File: src/rtl/tt_um_unload.sv
// Readback transmitter for the packed ternary weight array.
// On start it snapshots the weights and streams each row as an MSB beat and then an LSB beat.
module tt_um_unload #(
    parameter int MAX_IN_LEN  = 16,
    parameter int MAX_OUT_LEN = 8
) (
    input  logic                                 clk,
    input  logic                                 rst,
    input  logic                                 ui_start,
    input  logic [6:0]                           ui_param,
    input  logic [2*MAX_IN_LEN*MAX_OUT_LEN-1:0]  ui_weights,
    input  logic                                 ui_ready,
    output logic [MAX_IN_LEN-1:0]                uo_data,
    output logic                                 uo_valid,
    output logic                                 uo_last,
    output logic                                 uo_busy,
    output logic                                 uo_done
);

    localparam int W_W   = 2 * MAX_IN_LEN * MAX_OUT_LEN;
    localparam int ROW_W = $clog2(MAX_OUT_LEN);

    // Handshake: a beat transfers on a rising edge where uo_valid && ui_ready.
    // uo_data and uo_last hold until that edge; a beat is never dropped or reordered.

    typedef enum logic [1:0] {
        S_IDLE,
        S_MSB,
        S_LSB
    } state_t;

    state_t                  state_q, state_d;
    logic [ROW_W-1:0]        row_q, row_d;
    logic [ROW_W-1:0]        last_row_q, last_row_d;
    logic [3:0]              last_col_q, last_col_d;
    logic [W_W-1:0]          snap_q, snap_d;
    logic [MAX_IN_LEN-1:0]   data_q, data_d;
    logic                    valid_q, valid_d;
    logic                    last_q, last_d;
    logic                    busy_q, busy_d;
    logic                    done_q, done_d;
    logic                    xfer;

    // One plane (MSB or LSB) of a row; columns beyond last_col read as zero.
    function automatic logic [MAX_IN_LEN-1:0] beat_of(
        input logic [W_W-1:0]   w,
        input logic [ROW_W-1:0] r,
        input logic [3:0]       lc,
        input logic             msb
    );
        logic [MAX_IN_LEN-1:0] b;
        int                    idx;
        b = '0;
        for (int c = 0; c < MAX_IN_LEN; c++) begin
            idx = c * MAX_OUT_LEN + int'(r);
            if (c <= int'(lc)) begin
                b[c] = msb ? w[2*idx+1] : w[2*idx];
            end
        end
        return b;
    endfunction

    assign xfer = valid_q & ui_ready;

    always_comb begin
        state_d    = state_q;
        row_d      = row_q;
        last_row_d = last_row_q;
        last_col_d = last_col_q;
        snap_d     = snap_q;
        data_d     = data_q;
        valid_d    = valid_q;
        last_d     = last_q;
        done_d     = 1'b0;

        case (state_q)
            S_IDLE: begin
                valid_d = 1'b0;
                last_d  = 1'b0;
                data_d  = '0;
                if (ui_start) begin
                    snap_d     = ui_weights;
                    last_row_d = ROW_W'(ui_param[2:0]);
                    last_col_d = ui_param[6:3];
                    row_d      = '0;
                    state_d    = S_MSB;
                    valid_d    = 1'b1;
                    data_d     = beat_of(ui_weights, '0, ui_param[6:3], 1'b1);
                end
            end
            S_MSB: begin
                if (xfer) begin
                    state_d = S_LSB;
                    data_d  = beat_of(snap_q, row_q, last_col_q, 1'b0);
                    last_d  = (row_q == last_row_q);
                end
            end
            S_LSB: begin
                if (xfer) begin
                    if (row_q == last_row_q) begin
                        state_d = S_IDLE;
                        valid_d = 1'b0;
                        last_d  = 1'b0;
                        data_d  = '0;
                        done_d  = 1'b1;
                    end else begin
                        row_d   = row_q + 1'b1;
                        state_d = S_MSB;
                        last_d  = 1'b0;
                        data_d  = beat_of(snap_q, row_q + 1'b1, last_col_q, 1'b1);
                    end
                end
            end
            default: begin
                state_d = S_IDLE;
                valid_d = 1'b0;
                last_d  = 1'b0;
                data_d  = '0;
            end
        endcase

        busy_d = (state_d != S_IDLE);
    end

    always_ff @(posedge clk) begin
        if (rst) begin
            state_q    <= S_IDLE;
            row_q      <= '0;
            last_row_q <= '0;
            last_col_q <= '0;
            snap_q     <= '0;
            data_q     <= '0;
            valid_q    <= 1'b0;
            last_q     <= 1'b0;
            busy_q     <= 1'b0;
            done_q     <= 1'b0;
        end else begin
            state_q    <= state_d;
            row_q      <= row_d;
            last_row_q <= last_row_d;
            last_col_q <= last_col_d;
            snap_q     <= snap_d;
            data_q     <= data_d;
            valid_q    <= valid_d;
            last_q     <= last_d;
            busy_q     <= busy_d;
            done_q     <= done_d;
        end
    end

    assign uo_data  = data_q;
    assign uo_valid = valid_q;
    assign uo_last  = last_q;
    assign uo_busy  = busy_q;
    assign uo_done  = done_q;

endmodule
File: config.mk
export PLATFORM = sky130hd
export DESIGN_NAME = tt_um_unload
export DESIGN_NICKNAME = d
export VERILOG_FILES = /design/src/rtl/tt_um_unload.sv
export SDC_FILE = /design/constraint.sdc
export NUM_CORES = 1
export LEC_CHECK = 0
export BUFFER_PORTS_ARGS = -buffer_cell sky130_fd_sc_hd__buf_2
export CAP_MARGIN = 40
export CELL_PAD_IN_SITES_DETAIL_PLACEMENT = 0
export CELL_PAD_IN_SITES_GLOBAL_PLACEMENT = 1
export CORE_UTILIZATION = 43
export CTS_CLUSTER_SIZE = 12
export DETAILED_ROUTE_END_ITERATION = 10
export GPL_TIMING_DRIVEN = 1
export PLACE_DENSITY = 0.95
export SLEW_MARGIN = 0
export SYNTH_ARGS = -nofsm -noshare
export SYNTH_HDL_FRONTEND = slang
export SYNTH_SLANG_ARGS = --single-unit
File: constraint.sdc
create_clock -name clk -period 6.4 [get_ports clk]
set_input_delay 0.32 -clock clk [delete_from_list [all_inputs] [get_ports clk]]
set_output_delay 0.32 -clock clk [all_outputs]
set_load 0.01 [all_outputs]
# [Word-level counts from Yosys, hierarchy flattened]
# Index checks and enable logic that the tools add are counted.
[totals] ram_bits=0 latch_bits=0 romBits=0 regBits=288 n_memories=0 out_inout_bits=20 in_bits=267
[classes] order_cmp=62 n_addsub=47 bitwise_logic=4 mux=162 n_div=0 n_reduce_logical=8 n_eq_ne=8 n_mul=0 shifts=0
[ops] operator="adder 7 x 3 -> 8 bit (first input constant)" n=16
[ops] operator="binary-select mux 1 bit (select 8 bit)" n=16
[ops] operator="two-way mux 1 bit" n=115
[ops] operator="< comparator 9 bit (second input constant)" n=12
[ops] operator="binary-select mux 1 bit (select 7 bit)" n=15
[ops] operator="adder 9 x 1 -> 10 bit (second input constant)" n=8
[ops] operator="< comparator 10 x 9 -> 1 bit (second input constant)" n=8
[ops] operator="<= comparator 4 bit (first input constant)" n=16
[ops] operator="two-way mux 16 bit" n=4
[ops] operator="adder 6 x 3 -> 7 bit (first input constant)" n=8
[ops] operator="< comparator 8 x 9 -> 1 bit (second input constant)" n=6
[ops] operator="case mux 16 bit (3 select lines)" n=1
[ops] operator="adder 8 x 1 -> 9 bit (second input constant)" n=4
[ops] operator="<= comparator 3 x 4 -> 1 bit (first input constant)" n=8
[ops] operator="< comparator 7 x 9 -> 1 bit (second input constant)" n=3
[ops] operator="adder 5 x 3 -> 6 bit (first input constant)" n=4
[ops] operator="adder 7 x 1 -> 8 bit (second input constant)" n=2
[ops] operator="<= comparator 2 x 4 -> 1 bit (first input constant)" n=4
[ops] operator="adder 4 x 3 -> 5 bit (first input constant)" n=2
[ops] operator="!= test 2 bit (second input constant)" n=5
[ops] operator="< comparator 4 x 9 -> 1 bit (second input constant)" n=1
[ops] operator="< comparator 5 x 9 -> 1 bit (second input constant)" n=1
[ops] operator="< comparator 6 x 9 -> 1 bit (second input constant)" n=1
[ops] operator="two-way mux 3 bit" n=3
[ops] operator="21 further kinds" n=28

# [Logic depth before layout (Yosys ltp)]
# Gate-level depths: netlist (run 1).
[logic_depth] ltp_word=10 mapped_depth=8 mapped_depth_nobuf=5

# [Worst setup path after synthesis (run 1)]
# No wires, ideal clock.
[synth_timing] path_kind="register to register" startpoint="reg row_q[1]" endpoint="reg data_q[1] (netlist: uo_data[1])" path_buffers=2 path_stages_with_launch=8 slack_ns=4.283 arrival_time_ns=1.995 path_cell_list="dfxtp_1 ha_1 buf_2 buf_2 mux4_2 mux2i_1 nor3_1 a221o_1"
[synth_between] elab_chain_cells=10
[synth_lines] item="start, declared" line="33" rtl="logic [ROW_W-1:0] row_q, row_d;"
[synth_lines] item="start signal, assigned" line="139" rtl="row_q <= row_d;"
[synth_lines] item="adder 3 x 1 -> 3 bit" line="110" rtl="data_d = beat_of(snap_q, row_q + 1'b1, last_col_q, 1'b1);"
[synth_lines] item="adder 4 x 3 -> 5 bit" line="55" rtl="idx = c * MAX_OUT_LEN + int'(r);"
[synth_lines] item="adder 6 x 1 -> 7 bit" line="57" rtl="b[c] = msb ? w[2*idx+1] : w[2*idx];"
[synth_lines] item="binary-select mux 1 bit (select 8 bit)" line="57"
[synth_lines] item="two-way mux 1 bit (not written as such) (2 in series)" line="57"
[synth_lines] item="two-way mux 1 bit" line="56" rtl="if (c <= int'(lc)) begin"
[synth_lines] item="two-way mux 16 bit" line="100" rtl="if (row_q == last_row_q) begin"
[synth_lines] item="two-way mux 16 bit" line="99" rtl="if (xfer) begin"
[synth_lines] item="case mux 16 bit (3 select lines) (*)" line="76" rtl="case (state_q)"
[synth_lines] item="end signal, assigned" line="143" rtl="data_q <= data_d;"
[synth_lines] item="end, declared" line="37" rtl="logic [MAX_IN_LEN-1:0] data_q, data_d;"
# Mark *: on every way between the ends. The rest lies on a longest branch, timed or not. The select of a mux whose other input is x is not followed.
# A chain may end at the register's enable or synchronous reset.

# [Final worst setup path (run 1)]
[layout_timing] startpoint="reg row_q[0]" endpoint="reg data_q[15] (netlist: uo_data[15])"
[layout_between] elab_chain_cells=10
[layout_lines] item="adder 3 x 1 -> 3 bit" line="110"
[layout_lines] item="adder 7 x 3 -> 8 bit" line="55"
[layout_lines] item="adder 9 x 1 -> 10 bit" line="57"
[layout_lines] item="binary-select mux 1 bit (select 8 bit)" line="57"
[layout_lines] item="two-way mux 1 bit (not written as such) (2 in series)" line="57"
[layout_lines] item="two-way mux 1 bit" line="56"
[layout_lines] item="two-way mux 16 bit" line="100"
[layout_lines] item="two-way mux 16 bit" line="99"
[layout_lines] item="case mux 16 bit (3 select lines) (*)" line="76"
# Marked as above.

==> results of run 1 <==
## cells by family after synthesis
| family | Yosys count | synth area share, % |
|---|---|---|
| flops | 288 | 46.7 |
| simple gates | 624 | 19.9 |
| buf+inv | 124 | 4.26 |
| xor+xnor | 4 | 0.345 |
| fa+ha+maj | 1 | 0.101 |
| compound gates | 351 | 15.9 |
| mux | 110 | 12.8 |
## power by group through the flow
stage	Sequential, W	Clock, W	Combinational [W]
floorplan	0.00197	0	0.000271
global placement	0.00199	0	0.000421
detailed placement	0.00200	0	0.000437
CTS	0.00196	0.00167	0.000464
global route	0.00197	0.00174	0.000514
finish	0.00196	0.00165	0.000465
## registers in the layout, summed over array words and instances (netlist names)
name	cells
snap_q	256
last_col_q	4
uo_last	1
row_q	3
state_q	2
uo_done	1
uo_valid	1
last_row_q	3
uo_busy	1
uo_data	16
## worst min-delay path: cells and delay by family
kind / cells / cell delay [ps]
buffers and inverters: 1 / 100
AND/OR/NAND/NOR: 1 / 50
AO/OA/AOI/OAI: 1 / 50
## area by class of cell
type	instances	share of cell area, %
Inverter	1	0.0242
Clock buffer	43	5.75
Sequential cell	288	37.3
Multi-Input combinational cell	1090	39.4
Timing Repair Buffer	359	14.2
Antenna cell	2	0.0323
Tap cell	378	3.06
Clock inverter	4	0.234
## worst paths after layout
| check | start | end | cells past startpoint |
|---|---|---|---|
| max | row_q[0] | uo_data[15] | 5 |
| min reg2reg | snap_q[14] | snap_q[14] | 2 |
| min | ui_weights[137] | snap_q[137] | 3 |
| max reg2reg | row_q[0] | uo_data[15] | 5 |
## cell usage after synthesis (all sizes together), types with 3 or more instances
master	n	area, µm²
xnor2	3	26.3
dfxtp	288	5770
nand2	553	2080
a22oi	14	105
a21o	3	22.5
a22o	4	35.0
buf	41	214
mux4	38	856
clkbuf	82	308
nor4	5	31.3
or2	4	25.0
nor2	18	67.6
a32oi	3	26.3
and2	3	18.8
nor2b	5	31.3
nor3	12	60.1
o21ai	11	55.1
nand4	5	31.3
o211ai	3	22.5
mux2i	71	711
nand3	11	55.1
a221o	7	70.1
a21oi	276	1380
a211oi	9	67.6
## layer usage
layer  up-vias  routed length, µm  track usage (%)
met1      5376              16000             32.5
met2       479              17700             41.2
met5         -                  0                0
li1       5650                  -                -
met3        62               2830             3.38
met4         0                856             7.61
## repair_timing
item,4_1_cts,5_1_grt
buffers inserted,0,0
hold buffers,57,0
endpoints found under the hold margin,57,0
## metrics by stage
step                worst slack [ps]  utilization, %
CTS                             3480            55.3
global route                    3330            55.3
floorplan                       4280               -
global placement                3490            49.5
detailed placement              3490            49.9
finish                          3430            55.3
==> results by group, run 1 <==
Pwr
  – Total power: 0.00407 W
  – P_leak: 5.92 nW
  – Gate power share: 11.4%
  – Peak supply drop: 0.000185 V
  – Sw power: 0.00102 W
  – Switching Share: 25.1%
  – Seq pwr share: 48.1%
  – Clock share of power: 40.5%
  – Power per cell area: 263 nW/µm²
  – Int Pwr: 0.00305 W

Placed design
  – Placed inst area: 14000 µm²
  – Number of port buffers: 286
  – Hpwl dp: 25500 µm
  – Routability Congestion: 0.821
  – Placed cells: 2059

Timing
  – RSZ-0062 raised after global routing: false
  – Setup TNS Final: 0 ps
  – Setup-violating endpoint count in the final report: 0
  – Fin Clk Skew: 29.1 ps
  – Fin crit share: 46.4%
  – Worst rel slew slack: 39.9%
  – Fin. Hold Viols: 0
  – Hold Slack: 6.12 ps
  – Slew Viols, Final: 0
  – Pin slew with the least headroom to its limit: 897 ps
  – Final min period: 2970 ps
  – Peak Freq: 337 MHz

Hold path
  – Hold Path Class: primary input to register

Logic synthesis
  – Post-synthesis net count: 1770
  – Count of flip-flops with a built-in enable after synthesis: 0
  – #FFs+latches synth: 288
  – Synth Area per Inst: 8.22 µm²
  – Syn Inst Count: 1502
  – Synthesized area: 12300 µm²
  – Main synth FF type: dfxtp_1
  – Synth unique cells: 56
  – Register area share after synthesis: 46.7%
  – Syn. warnings: 0
  – Share of flip-flops with an asynchronous set or reset: 0%

CTS
  – Clock sink total: 288
  – Worst-path clk slew: 60 ps
  – CTS root buffer: clkbuf_16
  – Clk buf depth: 3
  – H-tree depth: 1
  – TritonCTS clock tree: done
  – Clk_lat worst skew: 560 ps
  – Post-CTS sizing: 0
  – CTS Buf Count: 30

Route
  – Number of remaining DRC errors: 0
  – Antenna-violating nets left: 0
  – Wire per inst: 17.2 µm
  – DRT Pass-1 Iters: 6
  – Initial DRC count: 920
  – Final wirelength: 37300 µm
  – Vias: 11600
  – Via density per instance: 5.34

Layout
  – Layout cells sized above 1: 22.2%
  – Commonest non-fill, non-tap cell in the layout: nand2_1
  – Design area: 15500 µm²
  – NumNets Final: 2038
  – Fin cells: 2165
  – Commonest cells after routing, fill and taps aside: nand2_1 (552), dfxtp_1 (287), buf_2 (285)
  – Multi-input gate area: 6100 µm²
  – Register area: 5770 µm²
  – Area Overhead vs Synth: 25.4%
  – Fill cells: 2648

Die
  – Die area: 29400 µm²
  – Num rows: 61
  – Initial Util: 44.1%
  – Die height: 171 µm
  – Core box area: 28000 µm²
  – # IOs: 287
  – Die width: 171 µm

Global route
  – Vias in the first global route: 10700
  – Pin count of the biggest net entering global routing: 126
  – GRT Total Usage: 24.5%
  – Initial antenna violation count: 1
  – Grt ovf: 0
  – First-pass GRT wire length: 56000 µm

Critical path
  – CP max-delay cell: dfxtp_4
  – Critical Path Sink Type: register
  – WP data required: 6850 ps
  – Critical path launch point type: register
  – R2R Setup Slk: 3430 ps
  – Critical path arrival: 3420 ps
  – Number of buffer and inverter stages on the critical path: 1
  – CP top delay family: flip-flops
  – Setup CP Type: register to register
  – Maximum fanout along the worst path: 50
  – Crit-path cells: buf_4, mux4_2, mux2i_1, nor4_1, a221o_1
  – Slowest stage delay, CP: 830 ps

Job
  – Max Cap Viol: 0

Run status
  – Status: finished clean
Note: power is estimated with default switching activity, not from simulation.
==> run 2: changes to the inputs <==
--- a/config.mk
+++ b/config.mk
@@ -9,11 +9,11 @@
 export CAP_MARGIN = 40
 export CELL_PAD_IN_SITES_DETAIL_PLACEMENT = 0
 export CELL_PAD_IN_SITES_GLOBAL_PLACEMENT = 1
-export CORE_UTILIZATION = 43
+export CORE_UTILIZATION = 36
 export CTS_CLUSTER_SIZE = 12
 export DETAILED_ROUTE_END_ITERATION = 10
 export GPL_TIMING_DRIVEN = 1
-export PLACE_DENSITY = 0.95
+export PLACE_DENSITY = 0.86
 export SLEW_MARGIN = 0
 export SYNTH_ARGS = -nofsm -noshare
 export SYNTH_HDL_FRONTEND = slang
==> constraint.sdc (replaced) <==
create_clock -name clk -period 2.4 [get_ports clk]
set_input_delay 0.12 -clock clk [delete_from_list [all_inputs] [get_ports clk]]
set_output_delay 0.12 -clock clk [all_outputs]
set_load 0.01 [all_outputs]
==> results by group, run 2 (synthesis gave the netlist of run 1 again) <==
Run status
  – Status: finished clean (unchanged)

Layout
  – Commonest non-fill, non-tap cell in the layout: nand2_1 (unchanged)
  – Fill cells: 3034 (was 2648)
  – Max reg flops: 256 (unchanged)
  – Register name with the most flops: snap_q (unchanged)
  – Layout cells sized above 1: 20.7% (was 22.2%)
  – Multi-input gate area: 6100 µm² (unchanged)
  – Register area: 5770 µm² (unchanged)
  – Area Overhead vs Synth: 46.0% (was 25.4%)
  – Commonest cells after routing, fill and taps aside: nand2_1 (552), dfxtp_1 (287), buf_2 (285) (unchanged)
  – NumNets Final: 2274 (was 2038)

CTS
  – Clock sink total: 288 (unchanged)
  – Worst-path clk slew: 60 ps (about the same)
  – CTS root buffer: clkbuf_16 (unchanged)
  – Clk buf depth: 3 (unchanged)
  – Clk_lat worst skew: 570 ps (was 560 ps)
  – TritonCTS clock tree: done (unchanged)
  – H-tree depth: 1 (unchanged)
  – Post-CTS sizing: 0 (unchanged)
  – CTS Buf Count: 31 (was 30)

Critical path
  – WP data required: 2920 ps (was 6850 ps)
  – R2R Setup Slk: 210 ps (was 3430 ps)
  – Setup CP Type: register to register (unchanged)
  – Reg2reg path depth: 5 (unchanged)
  – Worst R2R Start: state_q[1] (was row_q[0])
  – R2R Path End: snap_q[239] (was uo_data[15])
  – Critical path launch point type: register (unchanged)
  – Maximum fanout along the worst path: 75 (was 50)
  – Critical path arrival: 2700 ps (was 3420 ps)
  – Critical Path Sink Type: register (unchanged)

Timing
  – Peak Freq: 457 MHz (was 337 MHz)
  – Final min period: 2190 ps (was 2970 ps)
  – Fin crit share: 91.1% (was 46.4%)
  – Final WS setup: 213 ps (was 3430 ps)
  – Setup-violating endpoint count in the final report: 0 (unchanged)
  – Fin Clk Skew: 19.9 ps (was 29.1 ps)
  – Fin. Hold Viols: 0 (unchanged)
  – Slew Viols, Final: 0 (unchanged)
  – Worst rel slew slack: 48.5% (was 39.9%)
  – Setup TNS Final: 0 ps (unchanged)
  – RSZ-0062 raised after global routing: false (unchanged)
  – Pin slew with the least headroom to its limit: 773 ps (was 897 ps)

Route
  – Initial DRC count: 968 (was 920)
  – Antenna-violating nets left: 0 (unchanged)
  – Vias: 12700 (was 11600)
  – Final wirelength: 44700 µm (was 37300 µm)
  – Via density per instance: 5.11 (was 5.34)
  – DRT Pass-1 Iters: 6 (unchanged)
  – Wire per inst: 18.0 µm (was 17.2 µm)
  – Number of remaining DRC errors: 0 (unchanged)

Job
  – Max Cap Viol: 0 (unchanged)

Die
  – Num rows: 67 (was 61)
  – Initial Util: 36.7% (was 44.1%)
  – Core box area: 33600 µm² (was 28000 µm²)
  – Die width: 187 µm (was 171 µm)
  – # IOs: 287 (unchanged)
  – Die height: 187 µm (was 171 µm)
  – Die area: 35000 µm² (was 29400 µm²)

Global route
  – Grt ovf: 0 (unchanged)
  – Vias in the first global route: 12800 (was 10700)
  – First-pass GRT wire length: 69900 µm (was 56000 µm)
  – GRT Total Usage: 25.2% (was 24.5%)
  – Initial antenna violation count: 2 (was 1)
  – Pin count of the biggest net entering global routing: 116 (was 126)

Hold path
  – Hold Path Class: primary input to register (unchanged)
  – Hold EP: snap_q[202] (was snap_q[137])
  – Hold Crit Depth: 4 (was 3)
  – Min-delay src: ui_weights[202] (was ui_weights[137])

Placed design
  – Pre-CTS setup slack: 256 ps (was 3490 ps)
  – Routability Congestion: 0.815 (was 0.821)
  – Number of port buffers: 286 (unchanged)
  – Hpwl dp: 28500 µm (was 25500 µm)

Pwr
  – Power per cell area: 642 nW/µm² (was 263 nW/µm²)
  – P_leak: 7.00 nW (was 5.92 nW)
  – Peak supply drop: 0.000597 V (was 0.000185 V)
## run 2: cell count changes in the layout (fill, tap and decap cells not counted)
cell / before / now
buf_12: 1 / 11
buf_16: 3 / 0
buf_4: 12 / 23
buf_6: 0 / 1
buf_8: 0 / 1
bufinv_16: 0 / 2
clkbuf_1: 5 / 9
clkbuf_8: 8 / 7
clkinv_2: 1 / 4
clkinv_8: 1 / 0
clkinvlp_4: 2 / 1
dlygate4sd3_1: 57 / 273
inv_6: 0 / 1
## run 2: area by class of cell
| cell class | instances | share of cell area, % |
|---|---|---|
| inverters | 1 | 0.0208 |
| clock buffers | 47 | 5.03 |
| diodes | 2 | 0.0278 |
| well taps | 448 | 3.11 |
| clock inverters | 8 | 0.535 |
| multi-input cells | 1090 | 33.9 |
| flip-flops and latches | 288 | 32.0 |
| repair buffers | 594 | 25.4 |
## run 2: per-layer routing
layer  up-vias  wire length, µm  global-route usage, %
met3        81             3060                   3.88
li1       6123                -                      -
met2       512            21400                   43.2
met4         0             1260                   7.63
met1      5956            19000                   32.5
met5         -                0                      0
## run 2: what timing repair did
| action | CTS | global route |
|---|---|---|
| hold buffers | 273 | 0 |
| buffers inserted | 0 | 0 |
| endpoints found under the hold margin | 278 | 0 |
## run 2: critical path: stages, from the launching register on
cell	delay, ps
dfxtp_1	380
nor3b_2	520
buf_12	340
nand2_1	140
a21oi_1	150
dlygate4sd3_1	560
## run 2: worst max-delay path by stage
stage	start	end	slack [ps]	depth (start not counted)
2_1_floorplan	row_q[1]	uo_data[1]	280	7
3_3_place_gp	row_q[1]	uo_data[7]	300	6
3_5_place_dp	row_q[1]	uo_data[5]	260	6
4_1_cts	state_q[0]	snap_q[233]	240	6
5_1_grt	state_q[1]	snap_q[239]	20	5
6_report	state_q[1]	snap_q[239]	210	5
## run 2: per-stage QoR
stage / power (W) / hold slack (ps) / util [%] / instances / area, µm²
after floorplan: 0.00599 / 256 / - / 1502 / 12300
after global placement: 0.00652 / 365 / 42.4 / 2147 / 14300
after detailed placement: 0.00655 / 368 / 42.5 / 2148 / 14300
after CTS: 0.0116 / 321 / 53.6 / 2476 / 18000
after global routing: 0.0120 / 345 / 53.6 / 2478 / 18000
final: 0.0116 / 331 / 53.6 / 2478 / 18000
## run 2: power by group
part           leakage, nW  internal, W  switching, W
Clock                0.492      0.00279       0.00194
Sequential            2.36      0.00506      0.000176
Combinational         4.14     0.000783      0.000804
